$ cat src/rtl/rc4_pkg.sv
`default_nettype none
// ============================================================================
// Module : rc4_pkg
// Brief  : Shared state encoding and constants for the RC4 KSA engine.
// Rev    : 1.0
// ============================================================================
package rc4_pkg;

    typedef enum logic [3:0] {
        IDLE  = 4'd0,
        INIT  = 4'd1,
        RD_I  = 4'd2,
        GET_I = 4'd3,
        RD_J  = 4'd4,
        GET_J = 4'd5,
        WR_I  = 4'd6,
        WR_J  = 4'd7,
        DONE  = 4'd8
    } state_t;

    localparam int KSA_CYCLES_PER_I  = 6;
    localparam int KEY_BYTES_DEFAULT = 3;

endpackage : rc4_pkg
`default_nettype wire

$ cat src/rtl/rc4_key_byte_sel.sv
`default_nettype none
// ============================================================================
// Module : rc4_key_byte_sel
// Brief  : key_idx wrap counter and key byte mux (byte 0 is the MS byte).
// Rev    : 1.0
// ============================================================================
module rc4_key_byte_sel
    import rc4_pkg::*;
#(
    parameter int KEY_BYTES = KEY_BYTES_DEFAULT
) (
    input  logic                   clk,
    input  logic                   reset_n,
    input  logic                   clear,
    input  logic                   advance,
    input  logic [8*KEY_BYTES-1:0] secret_key,
    output logic [7:0]             key_byte
);

    localparam int IDX_W = (KEY_BYTES > 1) ? $clog2(KEY_BYTES) : 1;
    localparam logic [IDX_W-1:0] IDX_LAST = IDX_W'(KEY_BYTES - 1);

    logic [IDX_W-1:0] key_idx;

    // Wrap counter stands in for i mod KEY_BYTES.
    always_ff @(posedge clk or negedge reset_n) begin
        if (!reset_n) begin
            key_idx <= '0;
        end else if (clear) begin
            key_idx <= '0;
        end else if (advance) begin
            key_idx <= (key_idx == IDX_LAST) ? '0 : key_idx + IDX_W'(1);
        end
    end

    always_comb begin
        key_byte = '0;
        for (int k = 0; k < KEY_BYTES; k++) begin
            if (key_idx == IDX_W'(k)) begin
                key_byte = secret_key[8*(KEY_BYTES-k)-1 -: 8];
            end
        end
    end

endmodule : rc4_key_byte_sel
`default_nettype wire

$ cat src/rtl/rc4_ksa_engine.sv
`default_nettype none
// ============================================================================
// Module : rc4_ksa_engine
// Brief  : Fills S with s[i]=i, then optionally runs the RC4 key schedule.
// Rev    : 1.0
// ============================================================================
module rc4_ksa_engine
    import rc4_pkg::*;
#(
    parameter int DATA_W    = 8,
    parameter int KEY_BYTES = KEY_BYTES_DEFAULT
) (
    input  logic                   clk,
    input  logic                   reset_n,
    input  logic                   start,
    input  logic                   init_only,
    input  logic [8*KEY_BYTES-1:0] secret_key,
    input  logic [DATA_W-1:0]      q,
    output logic [DATA_W-1:0]      address,
    output logic [DATA_W-1:0]      data,
    output logic                   wen,
    output logic                   busy,
    output logic                   finito
);

    localparam logic [DATA_W-1:0] I_LAST = '1;
    localparam logic [DATA_W-1:0] ONE    = DATA_W'(1);

    state_t              state;
    state_t              state_next;
    logic [DATA_W-1:0]   i;
    logic [DATA_W-1:0]   j;
    logic [DATA_W-1:0]   si;
    logic [DATA_W-1:0]   sj;
    logic                mode_init_only;
    logic                key_clear;
    logic                key_advance;
    logic [7:0]          key_byte;
    logic [DATA_W-1:0]   key_add;

    rc4_key_byte_sel #(
        .KEY_BYTES (KEY_BYTES)
    ) u_key_sel (
        .clk        (clk),
        .reset_n    (reset_n),
        .clear      (key_clear),
        .advance    (key_advance),
        .secret_key (secret_key),
        .key_byte   (key_byte)
    );

    generate
        if (DATA_W <= 8) begin : g_key_narrow
            assign key_add = key_byte[DATA_W-1:0];
        end else begin : g_key_wide
            assign key_add = {{(DATA_W-8){1'b0}}, key_byte};
        end
    endgenerate

    always_ff @(posedge clk or negedge reset_n) begin
        if (!reset_n) begin
            state <= IDLE;
        end else begin
            state <= state_next;
        end
    end

    always_comb begin
        state_next  = state;
        address     = '0;
        data        = '0;
        wen         = 1'b0;
        key_clear   = 1'b0;
        key_advance = 1'b0;
        case (state)
            IDLE: begin
                if (start) begin
                    state_next = INIT;
                    key_clear  = 1'b1;
                end
            end
            INIT: begin
                address = i;
                data    = i;
                wen     = 1'b1;
                if (i == I_LAST) begin
                    state_next = mode_init_only ? DONE : RD_I;
                    key_clear  = 1'b1;
                end
            end
            RD_I:  begin address = i; state_next = GET_I; end
            GET_I: begin address = i; state_next = RD_J;  end
            RD_J:  begin address = j; state_next = GET_J; end
            GET_J: begin address = j; state_next = WR_I;  end
            // When i==j both writes carry the same value, so the entry survives.
            WR_I: begin
                address    = i;
                data       = sj;
                wen        = 1'b1;
                state_next = WR_J;
            end
            WR_J: begin
                address     = j;
                data        = si;
                wen         = 1'b1;
                key_advance = 1'b1;
                state_next  = (i == I_LAST) ? DONE : RD_I;
            end
            DONE:    state_next = IDLE;
            default: state_next = IDLE;
        endcase
    end

    always_ff @(posedge clk or negedge reset_n) begin
        if (!reset_n) begin
            i              <= '0;
            j              <= '0;
            si             <= '0;
            sj             <= '0;
            mode_init_only <= 1'b0;
            busy           <= 1'b0;
            finito         <= 1'b0;
        end else begin
            case (state)
                IDLE: begin
                    if (start) begin
                        i              <= '0;
                        j              <= '0;
                        mode_init_only <= init_only;
                        busy           <= 1'b1;
                        finito         <= 1'b0;
                    end
                end
                INIT: begin
                    i <= i + ONE;
                    j <= '0;
                end
                GET_I: begin
                    si <= q;
                    j  <= j + q + key_add;
                end
                GET_J: sj <= q;
                WR_J:  i  <= i + ONE;
                DONE: begin
                    busy   <= 1'b0;
                    finito <= 1'b1;
                end
                default: ;
            endcase
        end
    end

endmodule : rc4_ksa_engine
`default_nettype wire

$ cat config.mk
export PLATFORM = sky130hd
export DESIGN_NAME = rc4_ksa_engine
export DESIGN_NICKNAME = d
export VERILOG_FILES = /design/src/rtl/rc4_pkg.sv /design/src/rtl/rc4_key_byte_sel.sv /design/src/rtl/rc4_ksa_engine.sv
export SDC_FILE = /design/constraint.sdc
export NUM_CORES = 1
export LEC_CHECK = 0
export CAP_MARGIN = 30
export CORE_ASPECT_RATIO = 0.9
export CORE_MARGIN = 1.5
export CORE_UTILIZATION = 52
export CTS_CLUSTER_SIZE = 12
export DETAILED_ROUTE_END_ITERATION = 12
export PLACE_DENSITY_LB_ADDON = 0.15
export SKIP_CTS_REPAIR_TIMING = 1
export SLEW_MARGIN = 40
export SYNTH_ARGS = -nofsm -noshare
export SYNTH_HDL_FRONTEND = slang
export SYNTH_SLANG_ARGS = --single-unit
$ cat constraint.sdc
create_clock -name clk -period 3 [get_ports clk]
set_input_delay 0.3 -clock clk [delete_from_list [all_inputs] [get_ports clk]]
set_output_delay 0.3 -clock clk [all_outputs]
set_load 0.05 [all_outputs]
==> results of run 1 <==
## routing by layer
layer | GRT usage, % | up-vias
li1 | - | 1084
met1 | 35.5 | 1085
met2 | 39.6 | 79
met3 | 4.26 | 15
met4 | 9.72 | 0
met5 | 0 | -
## logic make-up (layout without fill, tap and decap cells)
logic type               Yosys count  in the layout  share of synthesized area [%]
adder cells (fa/ha/maj)           15             15                           9.27
flip-flops                        41             41                           38.4
XOR/XNOR                          10             10                           3.28
multiplexers                      20             20                           8.10
AO/OA/AOI/OAI                     58             58                           15.3
buffers and inverters             33             88                           6.09
AND/OR/NAND/NOR                  103            103                           19.6
## final cells by class
cell class / instances / share of cell area [%]
clock inverters: 1 / 0.218
repair buffers: 63 / 20.2
well taps: 65 / 2.36
clock buffers: 6 / 2.40
inverters: 18 / 1.96
multi-input cells: 206 / 43.1
flip-flops and latches: 41 / 29.8
## synthesized netlist by cell type (3+ instances only)
master    count  area, sq um
o21ai_0      15         75.1
ha_1          7         87.6
a21oi_1       8         40.0
nand2b_1      4         25.0
xnor2_1       7         61.3
a222oi_1      8         80.1
a21o_1        3         22.5
dfrtp_1      41         1030
xor2_1        3         26.3
nor2b_1       3         18.8
nor3_1        3         15.0
mux2i_1      10          100
a22oi_1       8         60.1
nor2_1       23         86.3
o21ai_1       3         15.0
nor3b_1       4         30.0
nand2_1      43          161
and3_1        3         18.8
inv_1        17         63.8
fa_1          8          160
a22o_1        6         52.6
mux2_2        9          101
buf_6         3         33.8
nand3_1       7         35.0
clkbuf_1      3         11.3
buf_2         7         35.0
## power by group through the flow
stage	combinational, uW	clock (uW)	sequential [uW]
3_5_place_dp	2390	0	1010
4_1_cts	2400	386	999
2_1_floorplan	1710	0	918
5_1_grt	2610	401	1040
6_report	2400	377	1000
3_3_place_gp	2310	0	996
## how the worst max path moves through the flow
stage                          from  endpoint  slack (ns)
3_5_place_dp          secret_key[9]      j[7]       -0.04
5_1_grt        u_key_sel.key_idx[0]      j[7]       0.008
3_3_place_gp          secret_key[9]      j[7]        0.15
2_1_floorplan  u_key_sel.key_idx[0]      j[7]        0.31
6_report       u_key_sel.key_idx[0]      j[7]        0.16
4_1_cts        u_key_sel.key_idx[0]      j[7]        0.04
## cell usage in the layout (no fill, tap or decap), types with 4 or more instances in the layout
cell type,netlist,layout
nand2b_1,4,4
nor3b_1,4,4
inv_1,17,17
mux2_2,9,9
nand2_1,43,43
clkbuf_8,0,6
a21oi_1,8,8
a222oi_1,8,8
a22o_1,6,6
mux2i_1,10,10
buf_12,0,9
dfrtp_1,41,40
nor2_1,23,23
fa_1,8,8
ha_1,7,7
a22oi_1,8,8
o21ai_0,15,15
clkdlybuf4s50_1,0,44
nand3_1,7,7
xnor2_1,7,7
buf_4,2,10
## state kept, by name, indices dropped and copies added, names as in the netlist
signal	cells
sj	8
si	8
u_key_sel.key_idx	2
busy	1
i	8
mode_init_only	1
finito	1
j	8
state	4
## through the flow
step / worst slack [ns] / TNS, ns
after floorplan: 0.313 / 0
after global placement: 0.151 / 0
after detailed placement: -0.0435 / -0.0435
after CTS: 0.0420 / 0
after global routing: 0.00840 / 0
final: 0.159 / 0
==> run metrics, run 1 <==
status finished, violations left; failing checks negative hold slack; Reg2Reg Capture Point j[7]; Tot Pwr 3780 uW; Rows 24; first-pass GRT wire length 10,900 microns; final setup vio count 0; Worst R2R Path Depth 11; Final Util 70.4%; multi-input combinational cell area 0.00148 sq mm; crit path buf inv count 1; chip height 71.0 microns; largest net degree at the start of global routing between 40 and 50; Syn Inst Count 280; crit end category flip-flop; Setup crit start kind flip-flop; Worst Hold Class in2async; Starting Density 54.6%; Unique masters post-synth 46; total wire length 6470 microns; initial antenna violation count 0; internal power 2020 uW; Max Used Layer met4; H-tree levels 2; clock share of power approximately a tenth; FF+latch count, synth between 40 and 50; ratio of cells with drive above 1 in the final layout 14.3%; CP Depth 11; HPWL Detailed 4970 microns; CP top delay family adder cells; P&R area growth vs syn 28.9%; Max-Cap Viols 0; RSZ-0062 raised after global routing no; Total GRT Usage around a quarter; Vias/cell roughly 5.7; fin cells 400; worst-skew pair later-pin latency ~0.3 ns; cell area after layout approximately 0.0034 sq mm; Reg area between 0.001 and 0.0015 sq mm; n_diodes 0; Chip Width just under 80 microns; CP Cell Sequence mux2i_1, o21ai_0, fa_1, ha_1, inv_1, fa_1, nand2b_1, a21oi_1, o22ai_1, xnor2_1, o21ai_0; Post-DP Area 0.00335 sq mm; CP max-delay cell fa_1; drt first pass iters 5; Nets 386; switching pwr 1760 uW; Fmax 352 MHz; R2R Path Start u_key_sel.key_idx[0]; worst-margin pin slew 0.723 ns; critical setup path kind reg2reg; Met1 Routed Length a little under 3000 microns; port bufs 54; Mapped Area 0.00267 sq mm; Placed Cells about 390; EDFF count, synth 0; clock-pin slew on the worst setup and hold paths 0.08 ns; Synth async-reset ratio 100%; cts bufs inserted 5; sw frac between 40% and 50%; Worst Path Max Fanout 8; Critical Path AT 3.00 ns; Hold WS -0.0339 ns; final clock skew 0.00870 ns; minimum clock period about 2.8 ns; pwr dens about 1100 mW/mm^2; GP Congestion 0.801; Final Max Tran Viols 0; Most used DFF post-synth dfrtp_1; number of synthesis warnings 0; WL per Instance approximately 16 microns; Fillers between 300 and 400; synthesized net count 331; sequential share of the synthesized area approximately two fifths; sequential share of power 26.6%; CTS Root Cell clkbuf_8; wire length on met2 3040 microns; Final Hold Viols 41; Core ar. slightly below 0.005 sq mm; vias in the first global route 2,236; met3 wire length ~380 microns; Avg Synthesized Cell Area between 9 and 10 sq um; CP max stage delay 0.50 ns; WP data required 3.16 ns; die area roughly 0.0056 sq mm; TritonCTS clock tree done; total global routing overflow 0; CTS Buffer Depth 2; post-route ant nets 0; Comb pwr share 63.5%; DR iter-0 viols around 220; final period utilization 94.7%; vias about 2,300; Leak 0.00157 uW; peak supply drop a little over 0.6 mV; # clock sinks roughly 40; reg2reg setup slack 0.16 ns; slew margin rel. about half; # IOs 55; # DRC 0
Power figures use the tool's default switching activity.
==> run 2: changes to the inputs <==
GPL_ROUTABILITY_DRIVEN = 0   (was unset)
RECOVER_POWER = 50   (was unset)
==> run metrics, run 2 (same netlist as run 1, synthesis figures left out) <==
Max-Cap Viols 1 (+1); critical setup path kind reg2reg; CTS Buffer Depth 2 (unchanged); first-pass GRT wire length 10,900 microns (unchanged); commonest non-fill, non-tap cells in the layout 44 x clkdlybuf4s50_1, 43 x nand2_1, 40 x dfrtp_1; sink of the worst hold path si[2]; Total GRT Usage 25.3% (unchanged); n_diodes 0 (unchanged); final clock skew 0.00820 ns (-0.000506 ns); R2R Path Start u_key_sel.key_idx[0]; initial antenna violation count 0 (unchanged); port bufs 54 (unchanged); Starting Density 54.6% (unchanged); total global routing overflow 0 (unchanged); total wire length 6480 microns (+0.25%); Final Hold Viols 0 (-100%); setup TNS 0 ns (unchanged); commonest non-fill, non-tap cell in the layout clkdlybuf4s50_1; Final Max Tran Viols 42 (+42); Worst R2R Path Depth 11 (unchanged); WL per Instance 16.2 microns (+0.25%); cts bufs inserted 5 (unchanged); Final Util 70.0% (-0.38 points); crit end category flip-flop; # IOs 55 (unchanged); Leak 0.00156 uW (-0.65%); peak supply drop 0.600 mV (-0.86%); drt first pass iters 5 (unchanged); final period utilization 94.9% (+0.24 points); RSZ-0062 raised after global routing no; Hold Crit Start si[2]; status finished, violations left; slew margin rel. -47.8% (-99 points); HPWL Detailed 4970 microns (unchanged); vias 2,264 (+0.044%); vias in the first global route 2,236 (unchanged); Tot Pwr 3770 uW (-0.43%); minimum clock period 2.85 ns (+0.00735 ns); final setup vio count 0 (unchanged); Fillers 391 (+1.3%); DR iter-0 viols 225 (+1.8%); H-tree levels 2 (unchanged); post-route ant nets 0 (unchanged); ratio of cells with drive above 1 in the final layout 13.4% (-0.90 points); chip height 71.0 microns (unchanged); largest net degree at the start of global routing 42 (unchanged); Worst Path Max Fanout 8 (unchanged); reg2reg setup slack 0.15 ns (about the same); Fmax 351 MHz (-0.26%); Nets 386 (unchanged); CTS Root Cell clkbuf_8; P&R area growth vs syn 28.2%; # DRC 0 (unchanged); Worst Hold Class reg2reg; die area 0.00558 sq mm (unchanged); Rows 24 (unchanged); # clock sinks 41 (unchanged); pwr dens 1100 mW/mm^2 (+0.12%); cell area after layout 0.00343 sq mm (-0.54%); Vias/cell 5.66 (about the same); WP data required 3.17 ns (about the same); hold path depth 2; clock-pin slew on the worst setup and hold paths 0.08 ns (about the same); Critical Path AT 3.01 ns (about the same); worst-margin pin slew 2.22 ns (+1.49 ns); Core ar. 0.00489 sq mm (unchanged); Setup crit start kind flip-flop; Hold WS 0.493 ns (+0.527 ns); worst-skew pair later-pin latency 0.31 ns (about the same); Chip Width 78.6 microns (unchanged); failing checks max-capacitance violations, max-slew violations; TritonCTS clock tree done; Reg2Reg Capture Point j[7]; Post-DP Area 0.00335 sq mm (unchanged)
==> run 2: changes by cell type in the layout (fill, tap and decap cells not counted) <==
cell / change
nor3_1: +1
clkbuf_1: +2
buf_4: -2
nor3_4: -1
==> run 2: power by group <==
group,internal [uW],total (uW),switching [uW],leakage (uW)
registers,773,998,225,0.000516
logic,1060,2390,1330,0.00100
clock network,182,380,198,0.0000433
==> run 2: per-layer routing <==
metal  vias to the layer above  global-route usage [%]  routed length, microns
met2                        73                    39.6                    3080
met4                         0                    9.72                      76
met3                        10                    4.26                     389
met5                         -                       0                       0
li1                       1083                       -                       -
met1                      1098                    35.5                    2940
==> run 2: critical path: stages, from the launching register on <==
cell      delay (ns)
dfrtp_2         0.46
mux2i_1         0.20
o21ai_0         0.12
fa_1            0.50
ha_1            0.17
inv_1           0.06
fa_1            0.39
nand2b_1        0.20
a21oi_1         0.20
o22ai_1         0.14
xnor2_1         0.17
o21ai_0         0.09
==> run 2: final cells by class <==
| class | count | area (sq um) | share of cell area (%) |
|---|---|---|---|
| clock buffers | 6 | 82.6 | 2.41 |
| flip-flops and latches | 41 | 1030 | 30.0 |
| multi-input cells | 206 | 1470 | 43.0 |
| inverters | 18 | 67.6 | 1.97 |
| repair buffers | 63 | 688 | 20.1 |
| well taps | 65 | 81.3 | 2.37 |
| clock inverters | 1 | 7.51 | 0.219 |
==> run 2: worst max-delay path by stage <==
stage / from / to / slack, ns
final: u_key_sel.key_idx[0] / j[7] / 0.15
after global routing: u_key_sel.key_idx[0] / j[7] / 0.008
after CTS: u_key_sel.key_idx[0] / j[7] / 0.04
after detailed placement: secret_key[9] / j[7] / -0.04
after global placement: secret_key[9] / j[7] / 0.15
after floorplan: u_key_sel.key_idx[0] / j[7] / 0.31
==> run 2: through the flow <==
step,worst slack [ns],std cells
floorplan,0.313,280
global placement,0.151,393
detailed placement,-0.0435,393
CTS,0.0420,400
global route,0.00840,400
finish,0.152,400
